**src/rtl/multicycle_cu_if.sv**
```systemverilog
// Control-unit bus: opcode/zero flag in from the IR/ALU, control strobes
// and status out to the datapath. master = control unit, slave = datapath.
interface multicycle_cu_if #(
  parameter int ALUOP_W = 3,
  parameter int CNT_W   = 32
);
  logic [5:0]         op;
  logic               zero;
  logic               PCWre;
  logic [1:0]         PCSrc;
  logic               InsMemRW;
  logic               IRWre;
  logic               ExtSel;
  logic               ALUSrcB;
  logic [ALUOP_W-1:0] ALUOp;
  logic               RegOut;
  logic               RegWre;
  logic               ALUM2Reg;
  logic               DataMemRW;
  logic               halted;
  logic               illegal;
  logic               retire;
  logic [CNT_W-1:0]   retired_cnt;

  modport master (
    input  op, zero,
    output PCWre, PCSrc, InsMemRW, IRWre, ExtSel, ALUSrcB, ALUOp, RegOut,
           RegWre, ALUM2Reg, DataMemRW, halted, illegal, retire, retired_cnt
  );

  modport slave (
    output op, zero,
    input  PCWre, PCSrc, InsMemRW, IRWre, ExtSel, ALUSrcB, ALUOp, RegOut,
           RegWre, ALUM2Reg, DataMemRW, halted, illegal, retire, retired_cnt
  );
endinterface

```
**src/rtl/multicycle_cu.sv**
```systemverilog
// Multi-cycle CPU control unit: walks each instruction through
// IF/ID/EXE/MEM/WB so every write strobe fires only in its own state.
// Also handles jumps, halt, illegal opcodes and counts retired instructions.
module multicycle_cu #(
  parameter int ALUOP_W = 3,
  parameter int CNT_W   = 32
) (
  input logic             clk,
  input logic             rst_n,
  multicycle_cu_if.master bus
);
  localparam logic [5:0] OP_ADD  = 6'b000000;
  localparam logic [5:0] OP_SUB  = 6'b000001;
  localparam logic [5:0] OP_ORI  = 6'b010000;
  localparam logic [5:0] OP_AND  = 6'b010001;
  localparam logic [5:0] OP_OR   = 6'b010010;
  localparam logic [5:0] OP_MOVE = 6'b100000;
  localparam logic [5:0] OP_SLT  = 6'b101010;
  localparam logic [5:0] OP_SLTI = 6'b001010;
  localparam logic [5:0] OP_SW   = 6'b100110;
  localparam logic [5:0] OP_LW   = 6'b100111;
  localparam logic [5:0] OP_BEQ  = 6'b110000;
  localparam logic [5:0] OP_J    = 6'b111000;
  localparam logic [5:0] OP_HALT = 6'b111111;

  typedef enum logic [3:0] {
    S_IF, S_ID, S_EXE_R, S_WB_R, S_EXE_LS, S_MEM, S_WB_LW, S_EXE_BEQ, S_HALT
  } state_t;

  state_t           state_q, state_d;
  logic [5:0]       op_q;
  logic [CNT_W-1:0] cnt_q;

  logic       pcwre, insm, irwre, ext, srcb, regout, regwre, m2r, dmw;
  logic       halted, illegal, retire;
  logic [1:0] pcsrc;
  logic [2:0] aluop;

  function automatic logic is_rgrp(input logic [5:0] o);
    logic r;
    case (o)
      OP_ADD, OP_SUB, OP_ORI, OP_AND, OP_OR, OP_MOVE, OP_SLT, OP_SLTI: r = 1'b1;
      default: r = 1'b0;
    endcase
    return r;
  endfunction

  // State register, opcode latched at the end of ID, retired counter
  always_ff @(posedge clk or negedge rst_n) begin
    if (!rst_n) begin
      state_q <= S_IF;
      op_q    <= '0;
      cnt_q   <= '0;
    end else begin
      state_q <= state_d;
      if (state_q == S_ID) op_q <= bus.op;
      if (retire) cnt_q <= cnt_q + CNT_W'(1);
    end
  end

  // Next-state and control decode; ID decodes live op, later states use op_q
  always_comb begin
    state_d = state_q;
    pcwre   = 1'b0;
    pcsrc   = 2'b00;
    insm    = 1'b0;
    irwre   = 1'b0;
    ext     = 1'b0;
    srcb    = 1'b0;
    aluop   = 3'b000;
    regout  = 1'b0;
    regwre  = 1'b0;
    m2r     = 1'b0;
    dmw     = 1'b0;
    halted  = 1'b0;
    illegal = 1'b0;
    case (state_q)
      S_IF: begin
        insm    = 1'b1;
        irwre   = 1'b1;
        state_d = S_ID;
      end
      S_ID: begin
        if (is_rgrp(bus.op))                       state_d = S_EXE_R;
        else if (bus.op == OP_SW || bus.op == OP_LW) state_d = S_EXE_LS;
        else if (bus.op == OP_BEQ)                 state_d = S_EXE_BEQ;
        else if (bus.op == OP_HALT)                state_d = S_HALT;
        else begin
          // Jump and illegal opcodes both finish here; only j redirects the PC
          state_d = S_IF;
          pcwre   = 1'b1;
          if (bus.op == OP_J) pcsrc = 2'b10;
          else                illegal = 1'b1;
        end
      end
      S_EXE_R, S_WB_R: begin
        case (op_q)
          OP_ADD, OP_MOVE: begin aluop = 3'b000; regout = 1'b1; end
          OP_SUB:          begin aluop = 3'b001; regout = 1'b1; end
          OP_AND:          begin aluop = 3'b010; regout = 1'b1; end
          OP_OR:           begin aluop = 3'b011; regout = 1'b1; end
          OP_SLT:          begin aluop = 3'b100; regout = 1'b1; end
          OP_ORI:          begin aluop = 3'b011; srcb = 1'b1; end
          OP_SLTI:         begin aluop = 3'b100; srcb = 1'b1; ext = 1'b1; end
          default:         aluop = 3'b000;
        endcase
        if (state_q == S_WB_R) begin
          regwre  = 1'b1;
          pcwre   = 1'b1;
          state_d = S_IF;
        end else begin
          state_d = S_WB_R;
        end
      end
      S_EXE_LS: begin
        srcb    = 1'b1;
        ext     = 1'b1;
        state_d = S_MEM;
      end
      S_MEM: begin
        srcb = 1'b1;
        ext  = 1'b1;
        if (op_q == OP_SW) begin
          dmw     = 1'b1;
          pcwre   = 1'b1;
          state_d = S_IF;
        end else begin
          state_d = S_WB_LW;
        end
      end
      S_WB_LW: begin
        srcb    = 1'b1;
        ext     = 1'b1;
        m2r     = 1'b1;
        regwre  = 1'b1;
        pcwre   = 1'b1;
        state_d = S_IF;
      end
      S_EXE_BEQ: begin
        aluop   = 3'b001;
        ext     = 1'b1;
        pcwre   = 1'b1;
        pcsrc   = bus.zero ? 2'b01 : 2'b00;
        state_d = S_IF;
      end
      S_HALT: halted = 1'b1;
      default: state_d = S_IF;
    endcase
  end

  // An instruction retires on its PC update, except the illegal-opcode skip
  assign retire = pcwre & ~illegal;

  assign bus.PCWre       = pcwre;
  assign bus.PCSrc       = pcsrc;
  assign bus.InsMemRW    = insm;
  assign bus.IRWre       = irwre;
  assign bus.ExtSel      = ext;
  assign bus.ALUSrcB     = srcb;
  assign bus.ALUOp       = ALUOP_W'(aluop);
  assign bus.RegOut      = regout;
  assign bus.RegWre      = regwre;
  assign bus.ALUM2Reg    = m2r;
  assign bus.DataMemRW   = dmw;
  assign bus.halted      = halted;
  assign bus.illegal     = illegal;
  assign bus.retire      = retire;
  assign bus.retired_cnt = cnt_q;
endmodule

```
**src/flat_wrapper.sv**
```systemverilog
// flat-port wrapper written by rule: the top's interface ports become plain ports
module multicycle_cu_flat 
#(
  parameter int ALUOP_W = 3,
  parameter int CNT_W   = 32
)
  (clk, rst_n, bus_op, bus_zero, bus_PCWre, bus_PCSrc, bus_InsMemRW, bus_IRWre, bus_ExtSel, bus_ALUSrcB, bus_ALUOp, bus_RegOut, bus_RegWre, bus_ALUM2Reg, bus_DataMemRW, bus_halted, bus_illegal, bus_retire, bus_retired_cnt);
  multicycle_cu_if #(.ALUOP_W(ALUOP_W), .CNT_W(CNT_W)) bus_i ();
  input logic clk;
  input logic rst_n;
  input wire logic [$bits(bus_i.op)-1:0] bus_op;
  input wire logic [$bits(bus_i.zero)-1:0] bus_zero;
  output wire logic [$bits(bus_i.PCWre)-1:0] bus_PCWre;
  output wire logic [$bits(bus_i.PCSrc)-1:0] bus_PCSrc;
  output wire logic [$bits(bus_i.InsMemRW)-1:0] bus_InsMemRW;
  output wire logic [$bits(bus_i.IRWre)-1:0] bus_IRWre;
  output wire logic [$bits(bus_i.ExtSel)-1:0] bus_ExtSel;
  output wire logic [$bits(bus_i.ALUSrcB)-1:0] bus_ALUSrcB;
  output wire logic [$bits(bus_i.ALUOp)-1:0] bus_ALUOp;
  output wire logic [$bits(bus_i.RegOut)-1:0] bus_RegOut;
  output wire logic [$bits(bus_i.RegWre)-1:0] bus_RegWre;
  output wire logic [$bits(bus_i.ALUM2Reg)-1:0] bus_ALUM2Reg;
  output wire logic [$bits(bus_i.DataMemRW)-1:0] bus_DataMemRW;
  output wire logic [$bits(bus_i.halted)-1:0] bus_halted;
  output wire logic [$bits(bus_i.illegal)-1:0] bus_illegal;
  output wire logic [$bits(bus_i.retire)-1:0] bus_retire;
  output wire logic [$bits(bus_i.retired_cnt)-1:0] bus_retired_cnt;
  assign bus_i.op = bus_op;
  assign bus_i.zero = bus_zero;
  assign bus_PCWre = bus_i.PCWre;
  assign bus_PCSrc = bus_i.PCSrc;
  assign bus_InsMemRW = bus_i.InsMemRW;
  assign bus_IRWre = bus_i.IRWre;
  assign bus_ExtSel = bus_i.ExtSel;
  assign bus_ALUSrcB = bus_i.ALUSrcB;
  assign bus_ALUOp = bus_i.ALUOp;
  assign bus_RegOut = bus_i.RegOut;
  assign bus_RegWre = bus_i.RegWre;
  assign bus_ALUM2Reg = bus_i.ALUM2Reg;
  assign bus_DataMemRW = bus_i.DataMemRW;
  assign bus_halted = bus_i.halted;
  assign bus_illegal = bus_i.illegal;
  assign bus_retire = bus_i.retire;
  assign bus_retired_cnt = bus_i.retired_cnt;
  multicycle_cu #(.ALUOP_W(ALUOP_W), .CNT_W(CNT_W)) u_core (.clk(clk), .rst_n(rst_n), .bus(bus_i));
endmodule
```
**config.mk**
```make
export PLATFORM = sky130hd
export DESIGN_NAME = multicycle_cu_flat
export DESIGN_NICKNAME = d
export VERILOG_FILES = /design/src/rtl/multicycle_cu_if.sv /design/src/rtl/multicycle_cu.sv /design/src/flat_wrapper.sv
export SDC_FILE = /design/constraint.sdc
export NUM_CORES = 1
export LEC_CHECK = 0
export CAP_MARGIN = 0
export CORE_MARGIN = 10
export CORE_UTILIZATION = 51
export DETAILED_ROUTE_END_ITERATION = 7
export GPL_TIMING_DRIVEN = 0
export PLACE_DENSITY = 0.81
export SLEW_MARGIN = 20
export SYNTH_ARGS = -nofsm -noshare
export SYNTH_HDL_FRONTEND = slang
export SYNTH_SLANG_ARGS = --single-unit
```
**constraint.sdc**
```tcl
create_clock -name clk -period 2.5 [get_ports clk]
set_clock_uncertainty 0.1 [all_clocks]
set_input_delay 0.25 -clock clk [delete_from_list [all_inputs] [get_ports clk]]
set_output_delay 0.25 -clock clk [all_outputs]
set_load 0.03 [all_outputs]
```
# After elaboration in Yosys (flattened, before gate mapping)

Index checks and enable logic that the tools add are counted.

Register bits after elaboration: 42
Latch bits: 0
Memory bits (writable): 0
Memory bits (read-only): 0
Input bits: 9
Output and inout port bits: 49
Logic and storage cells: 89
Memories kept: 0

Add/subtract/negate cells: 1
Multipliers: 0
Divide/modulo/power cells: 0
$lt $le $gt $ge: 0
Equal/unequal tests: 28
Shifts and indexed selects: 0
Muxes and demuxes: 42
Bitwise gates (word level): 2
Reductions and logical operators: 13

Operators with widths:

| cell                                          | number |
|---|---|
| == test 6 bit, second input constant          | 10 |
| == test 6 x 5 -> 1 bit, second input constant | 6 |
| adder 32 x 1 -> 32 bit, second input constant | 1 |
| one-hot mux 4 bit (6 select lines)            | 1 |
| 2-to-1 mux 1 bit                              | 23 |
| == test 4 x 3 -> 1 bit, second input constant | 4 |
| 2-to-1 mux 4 bit                              | 4 |
| == test 6 x 1 -> 1 bit, second input constant | 2 |
| == test 6 x 4 -> 1 bit, second input constant | 2 |
| zero test 6 bit                               | 2 |
| 2-to-1 mux 2 bit                              | 6 |
| one-hot mux 3 bit (4 select lines)            | 1 |
| OR reduction 2 bit                            | 5 |
| == test 4 x 2 -> 1 bit, second input constant | 2 |
| OR reduction 8 bit                            | 1 |
| one-hot mux 1 bit (2 select lines)            | 3 |
| one-hot mux 3 bit (2 select lines)            | 1 |
| OR reduction 6 bit                            | 1 |
| == test 4 x 1 -> 1 bit, second input constant | 1 |
| == test 4 bit, second input constant          | 1 |
| zero test 4 bit                               | 1 |
| one-hot mux 1 bit (4 select lines)            | 1 |
| one-hot mux 2 bit (2 select lines)            | 1 |
| OR reduction 4 bit                            | 1 |
| 5 further kinds                               | 5 |

# Depth between registers and ports, before layout

Gate-level depths: netlist of the first run.

Depth after elaboration: 9
Mapped depth: 7

# Least setup slack after synthesis of the first run

No wires, ideal clock.

Path kind: reg-to-output
Start point: register u_core.state_q[2]
End point: output port bus_InsMemRW
Arrival time: 2.032 ns
Required time: 2.150 ns
Setup slack: 0.118 ns
Stages on the path, launching flop included: 5
Path through: dfrtp_1 buf_2 clkbuf_1 nor4_1 buf_4

Cells in the longest elaborated chain, start to end: 2

RTL lines:

| what                     | line                | source |
|---|---|---|
| start: declaration       | multicycle_cu.sv:30 | `state_t state_q, state_d;` |
| start signal: assignment | multicycle_cu.sv:55 | `state_q <= state_d;` |
| zero test 4 bit          | --                  |  |
| 2-to-1 mux 1 bit         | --                  |  |
| end: declaration         | flat_wrapper.sv:15  | `output wire logic [$bits(bus_i.InsMemRW)-1:0] bus_InsMemRW;` |

No other way between the ends.

# Worst setup path after layout of the first run

Start point: input port bus_op[2]
End point: output port bus_PCWre

Cells in the longest elaborated chain, start to end: 6

RTL lines:

| what                                                          | line                                     | source |
|---|---|---|
| start: declaration                                            | flat_wrapper.sv:11                       | `input wire logic [$bits(bus_i.op)-1:0] bus_op;` |
| == test 6 x 1 -> 1 bit, or another cell as far along          | multicycle_cu.sv:41                      | `case (o)` |
| OR reduction 8 bit / 2-to-1 mux 1 bit (equally long branches) | multicycle_cu.sv:41, multicycle_cu.sv:87 |  |
| 2-to-1 mux 1 bit (on tied branches)                           | multicycle_cu.sv:41, multicycle_cu.sv:86 |  |
| 2-to-1 mux 1 bit (on tied branches)                           | multicycle_cu.sv:77, multicycle_cu.sv:85 |  |
| 2-to-1 mux 1 bit (*)                                          | multicycle_cu.sv:84                      | `if (is_rgrp(bus.op)) state_d = S_EXE_R;` |
| one-hot mux 1 bit (4 select lines) (*)                        | multicycle_cu.sv:77                      | `case (state_q)` |
| end: declaration                                              | flat_wrapper.sv:13                       | `output wire logic [$bits(bus_i.PCWre)-1:0] bus_PCWre;` |

Mark *: on every way between the ends. The rest lies on a longest branch, timed or not. The select of a mux whose other input is x is not followed.

==> run metrics, run 1 <==
Max Fclk=409 MHz; Crit path buffers/inverters=3; Hold WS=0.222 ns; DR DRC count=0; pwr dens=838 mW/mm^2; WP data arrival=2.10 ns; delay-heaviest family, CP=buffers and inverters; Yosys top cell area share=40.5%; crit-path cells=clkdlybuf4s50_1 -> or3_1 -> buf_2 -> mux2_2 -> nor3b_2 -> or3_1 -> o21ai_0 -> buf_2; Required @ worst endpoint=2.15 ns; largest stage delay on the critical path=0.46 ns; remaining global-route overflow=0; Chip Height=91.3 um; antenna violations before repair=0; Synth Cell Area=0.00259 sq mm; Iter 0 DRT Violations=125; most area-hungry cell type in the Yosys netlist=dfrtp_1; Final ANT Viol Nets=0; internal cell power=1.56 mW; CTS Sinks=42; most common cell after layout, fill and taps aside=dfrtp_1; Synth cell types=49; number of synthesized flops with an enable pin=0; Mean Syn Cell Area=10.0 sq um; fin nets=334; Hold Crit Class=input pin to flip-flop; crit path time final=2.45 ns; total CTS buffers=5; core footprint=0.00482 sq mm; Area growth syn-to-layout=28.9%; maximum vdd drop=0.686 mV; part of the power in registers=37.4%; Port Buf Inserts=56; Tot GR Track Use=15.0%; crit share post-route=97.8%; vias per inst=5.57; Psw=1.24 mW; Final setup viols=0; deepest clock path buffer count=2; Yosys reg bits=42; DR vias=2,176; FF/Latch Area=0.00105 sq mm; worst slew pin tran=0.693 ns; WL/cell=15.9 um; leakage power=1.24 nW; GPL Wtd Cong=0.878; syn nets=269; register area share after synthesis=40.5%; Root Buffer=clkbuf_8; Ports=58; Rows=25; Logic pwr share=48.1%; CP Launch Type=input pin; Synth Instances=259; largest cells by area after synthesis=dfrtp_1, xor2_1, a2111oi_2; # H-tree levels=2; CTS tree=done; number of iterations in the first detailed-routing pass=4; largest net degree at the start of global routing=33; Final Hold Vio Count=0; most frequent cells in the layout=dfrtp_1, clkdlybuf4s50_1, xor2_1; total of max-cap violations=0; ANT cells=0; CP Max Fanout=6; setup repair after global routing missed its margin=yes; initial core utilization=53.8%; Post-synth top flop=dfrtp_1; Setup Crit Path Kind=input pin to primary output; final slew viol count=0; die width=91.3 um; Skew-Pair Late Insertion Delay=0.29 ns; Clock Pin Slew Worst Setup and Hold Paths=0.07 ns; share of total power in the clock network=14.5%; hpwl dp=4660 um; first-pass GRT wire length=10,400 um; final WL=6230 um; Multi-input gate area=0.00143 sq mm; status=completed; vias in the first global route=2,080; final instance area=0.00334 sq mm; DIE AREA=0.00834 sq mm; layout cell share with drive strength beyond 1=17.9%; total placed instance area=0.00325 sq mm; Worst setup EP type=primary output; Sw Ratio=44.4%; Synth async-reset ratio=100%; relative slew slack=53.8%; slowest stage cell on the critical path=clkdlybuf4s50_1; FILL cells=399; synth warn=0
-- cell usage after synthesis (2+ instances only) --
cell       instances
dfrtp_1           42
xor2_1            26
nand2_1           23
nor2_1            13
a2111oi_2         12
nand3_1           12
inv_1             11
a21oi_1           10
clkbuf_1          10
o21ai_0            8
a211oi_1           7
mux2_2             7
nor2b_1            7
nor3_1             7
or3_1              5
xnor2_1            5
and4_1             4
buf_2              4
nand2b_1           4
nand4_1            4
a211oi_2           3
and3_1             3
buf_6              3
a21boi_1           2
nor3_2             2
nor4_1             2
-- registers in the layout, summed over array words and instances, names as in the netlist --
signal                  flops
u_core.bus.retired_cnt     32
u_core.op_q                 6
u_core.state_q              4
-- worst paths after layout --
path                                                        startpoint                                     end  cells after the start  slack, ns
min in group asynchronous                                        rst_n  u_core.bus.retired_cnt[16]$_DFFE_PN0P_                      2       0.25
worst max-delay path                                         bus_op[2]                               bus_PCWre                      8       0.05
max in group asynchronous                                        rst_n  u_core.bus.retired_cnt[10]$_DFFE_PN0P_                      3       1.59
worst min-delay path                                         bus_op[0]              u_core.op_q[0]$_DFFE_PN0P_                      2       0.22
worst max register to register           u_core.state_q[2]$_DFFE_PN0N_  u_core.bus.retired_cnt[23]$_DFFE_PN0P_                      5       0.38
worst min register to register  u_core.bus.retired_cnt[31]$_DFFE_PN0P_  u_core.bus.retired_cnt[31]$_DFFE_PN0P_                      1       0.38
-- cell type report --
type                            instances  share of cell area, %
Buffer                                 17                   2.96
Clock buffer                            7                   2.28
Inverter                               11                   1.23
Multi-Input combinational cell        188                   42.6
Sequential cell                        42                   31.4
Tap cell                               67                   2.51
Timing Repair Buffer                   59                   17.0
-- timing repair --
item / 4_1_cts / 5_1_grt
buffers inserted: 0 / 1
gates resized for setup: 31 / 15
hold buffers: 1 / 0
hold endpoints to repair: 10 / 0
pin swaps: 0 / 1
gates cloned: 0 / 0
endpoints found under the setup margin: 16 / 10
-- stage by stage --
| stage | cells | power (mW) | TNS [ns] | worst slack [ns] | util (%) |
|---|---|---|---|---|---|
| final | 391 | 2.80 | 0 | 0.0541 | 69.4 |
| after detailed placement | 383 | 2.41 | -1.58 | -0.539 | 67.5 |
| after CTS | 390 | 2.81 | -0.123 | -0.123 | 69.2 |
| after global placement | 382 | 2.38 | -1.53 | -0.564 | 67.2 |
| after floorplan | 259 | 1.91 | 0 | 0.118 | - |
| after global routing | 391 | 2.98 | -0.115 | -0.0870 | 69.4 |
-- worst reg2reg max path, stage by stage (launching register included) --
cell and delay [ns]:
dfrtp_1 0.36, buf_2 0.18, o21ai_0 0.41, clkbuf_1 0.59
a2111oi_2 0.18, xor2_1 0.18
-- layer usage --
| layer | vias to the layer above | global-route usage (%) | wire, um |
|---|---|---|---|
| li1 | 1058 | - | - |
| met1 | 1056 | 18.5 | 2660 |
| met2 | 53 | 23.7 | 3050 |
| met3 | 9 | 5.76 | 416 |
| met4 | 0 | 4.31 | 100 |
| met5 | - | 0 | 0 |
-- power by group through the flow --
stage                     combinational [mW]  sequential (mW)  clock, mW
after floorplan                        0.751             1.16          0
after global placement                  1.36             1.02          0
after detailed placement                1.38             1.03          0
after CTS                               1.35             1.04      0.419
after global routing                    1.46             1.08      0.447
final                                   1.35             1.05      0.406
-- cells by family (layout without fill, tap and decap cells) --
family                   count (synthesis)  count (layout)  share of synthesized area (%)
XOR/XNOR                                31              31                           10.5
flip-flops                              42              42                           40.5
adder cells (fa/ha/maj)                  1               1                          0.482
buffers and inverters                   29              94                           5.40
AND/OR/NAND/NOR                         97              97                           21.8
AO/OA/AOI/OAI                           51              51                           17.9
multiplexers                             8               8                           3.43
(Power assumes the default switching activity.)
==> run 2: changes to the inputs <==
--- a/config.mk
+++ b/config.mk
@@ -10,7 +10,7 @@
 export CORE_UTILIZATION = 51
 export DETAILED_ROUTE_END_ITERATION = 7
 export GPL_TIMING_DRIVEN = 0
-export PLACE_DENSITY = 0.81
+export PLACE_DENSITY = 0.9
 export SLEW_MARGIN = 20
 export SYNTH_ARGS = -nofsm -noshare
 export SYNTH_HDL_FRONTEND = slang
==> run metrics, run 2 (synthesized netlist as in run 1, its figures left out) <==
status=completed; DR DRC count=0 (unchanged); vias in the first global route=2,169 (+4.3%); CP Launch Type=input pin; largest stage delay on the critical path=0.46 ns (about the same); dpl ws=-0.538 ns (+0.000421 ns); largest net degree at the start of global routing=26 (-21%); # H-tree levels=2 (unchanged); Ports=58 (unchanged); Tot GR Track Use=15.3% (+0.34 points); Hold WS=0.204 ns (-0.0181 ns); crit share post-route=97.3% (-0.57 points); final std cells w/o fill=392 (+0.26%); CP Max Fanout=6 (unchanged); Clock Pin Slew Worst Setup and Hold Paths=0.07 ns (about the same); final slew viol count=0 (unchanged); worst slew pin tran=0.715 ns (+0.0222 ns); crit-path cells=clkdlybuf4s50_1 -> or3_1 -> buf_2 -> mux2_2 -> nor3b_2 -> or3_1 -> o21ai_0 -> buf_4; Hold Crit Class=input pin to flip-flop; initial core utilization=53.8% (unchanged); antenna violations before repair=0 (unchanged); Final ANT Viol Nets=0 (unchanged); Iter 0 DRT Violations=200 (+60%); total power=2.81 mW (+0.26%); pwr dens=835 mW/mm^2 (-0.30%); internal cell power=1.56 mW (about the same); CTS Sinks=42 (unchanged); Skew-Pair Late Insertion Delay=0.28 ns (about the same); final WL=6370 um (+2.3%); most frequent cells in the layout=dfrtp_1, clkdlybuf4s50_1, xor2_1; min setup slack post-route=0.0684 ns (+0.0143 ns); number of iterations in the first detailed-routing pass=4 (unchanged); DR vias=2,182 (+0.28%); total of max-cap violations=0 (unchanged); Required @ worst endpoint=2.15 ns (about the same); first-pass GRT wire length=10,800 um (+3.6%); max FFs per register=32 (unchanged); crit path time final=2.43 ns (-0.0143 ns); WP data arrival=2.08 ns (-0.02 ns); remaining global-route overflow=0 (unchanged); Psw=1.25 mW (+0.54%); relative slew slack=52.3% (-1.5 points); slowest stage cell on the critical path=clkdlybuf4s50_1; setup TNS=0 ns (unchanged); GPL Wtd Cong=0.885 (+0.85%); die width=91.3 um (unchanged); total placed instance area=0.00325 sq mm (unchanged); deepest clock path buffer count=2 (unchanged); Rows=25 (unchanged); ANT cells=0 (unchanged); CTS tree=done; WL/cell=16.3 um (+2.1%); most used cell, CP=or3_1; layout cell share with drive strength beyond 1=18.5% (+0.56 points); Chip Height=91.3 um (unchanged); DIE AREA=0.00834 sq mm (unchanged); share of total power in the clock network=14.3% (-0.2 points); leakage power=1.26 nW (+2.1%); Final Hold Vio Count=0 (unchanged); Final setup viols=0 (unchanged); Logic pwr share=48.6% (+0.5 points); Port Buf Inserts=56 (unchanged); final instance area=0.00336 sq mm (+0.56%); maximum vdd drop=0.786 mV (+15%); fin util=69.8% (+0.39 points); fin nets=335 (+0.30%); cell total after placement=383 (unchanged); vias per inst=5.57 (about the same); Setup Crit Path Kind=input pin to primary output; Max Fclk=411 MHz (+0.59%); Area growth syn-to-layout=29.7%; core footprint=0.00482 sq mm (unchanged); hpwl dp=4860 um (+4.3%); FF-to-FF setup slack=0.33 ns (-0.05 ns); most common cell after layout, fill and taps aside=dfrtp_1; total CTS buffers=5 (unchanged); Sw Ratio=44.5% (+0.12 points); Worst setup EP type=primary output; part of the power in registers=37.1% (-0.3 points); Root Buffer=clkbuf_8
[run 2: what timing repair did]
action | 4_1_cts | 5_1_grt
resized for setup | 28 | 15
hold endpoints to repair | 17 | 0
cloned | 0 | 0
setup buffers | 0 | 2
pin swaps | 0 | 3
setup endpoints to repair | 15 | 9
hold buffers | 1 | 0
[run 2: final cells by class]
cell class              instances  area (sq um)
clock buffers                   5          68.8
fillers                       377          1450
repair buffers                 60           584
plain buffers                  17          98.8
flip-flops and latches         42          1050
inverters                      11          41.3
well taps                      67          83.8
multi-input cells             188          1430
clock inverters                 2          10.0
[run 2: path summary, 6_finish.rpt]
path / start / to / depth (start not counted)
setup / recovery: bus_op[2] / bus_PCWre / 8
hold / removal: bus_op[0] / u_core.op_q[0]$_DFFE_PN0P_ / 2
setup reg to reg: u_core.op_q[0]$_DFFE_PN0P_ / u_core.bus.retired_cnt[21]$_DFFE_PN0P_ / 7
hold reg to reg: u_core.bus.retired_cnt[31]$_DFFE_PN0P_ / u_core.bus.retired_cnt[31]$_DFFE_PN0P_ / 1
max in group asynchronous: rst_n / u_core.bus.retired_cnt[7]$_DFFE_PN0P_ / 3
min in group asynchronous: rst_n / u_core.bus.retired_cnt[18]$_DFFE_PN0P_ / 2
[run 2: per-layer routing]
layer / up-vias / part of all wire [%] / track usage (%)
met4: 0 / 0.97 / 4.18
met3: 4 / 4.7 / 3.95
met2: 43 / 52 / 26.3
met5: - / 0 / 0
li1: 1063 / - / -
met1: 1072 / 42 / 18.5
[run 2: critical path: cells and delay by family]
family / cells / cell delay [ns]
compound gates: 1 / 0.08
simple gates: 3 / 0.66
mux: 1 / 0.27
buf+inv: 3 / 0.81
[run 2: power by group through the flow]
stage,Combinational (mW),Clock [mW],Sequential [mW]
after global placement,1.36,0,1.02
after CTS,1.37,0.412,1.04
after floorplan,0.751,0,1.16
final,1.37,0.400,1.04
after detailed placement,1.40,0,1.03
after global routing,1.47,0.437,1.07
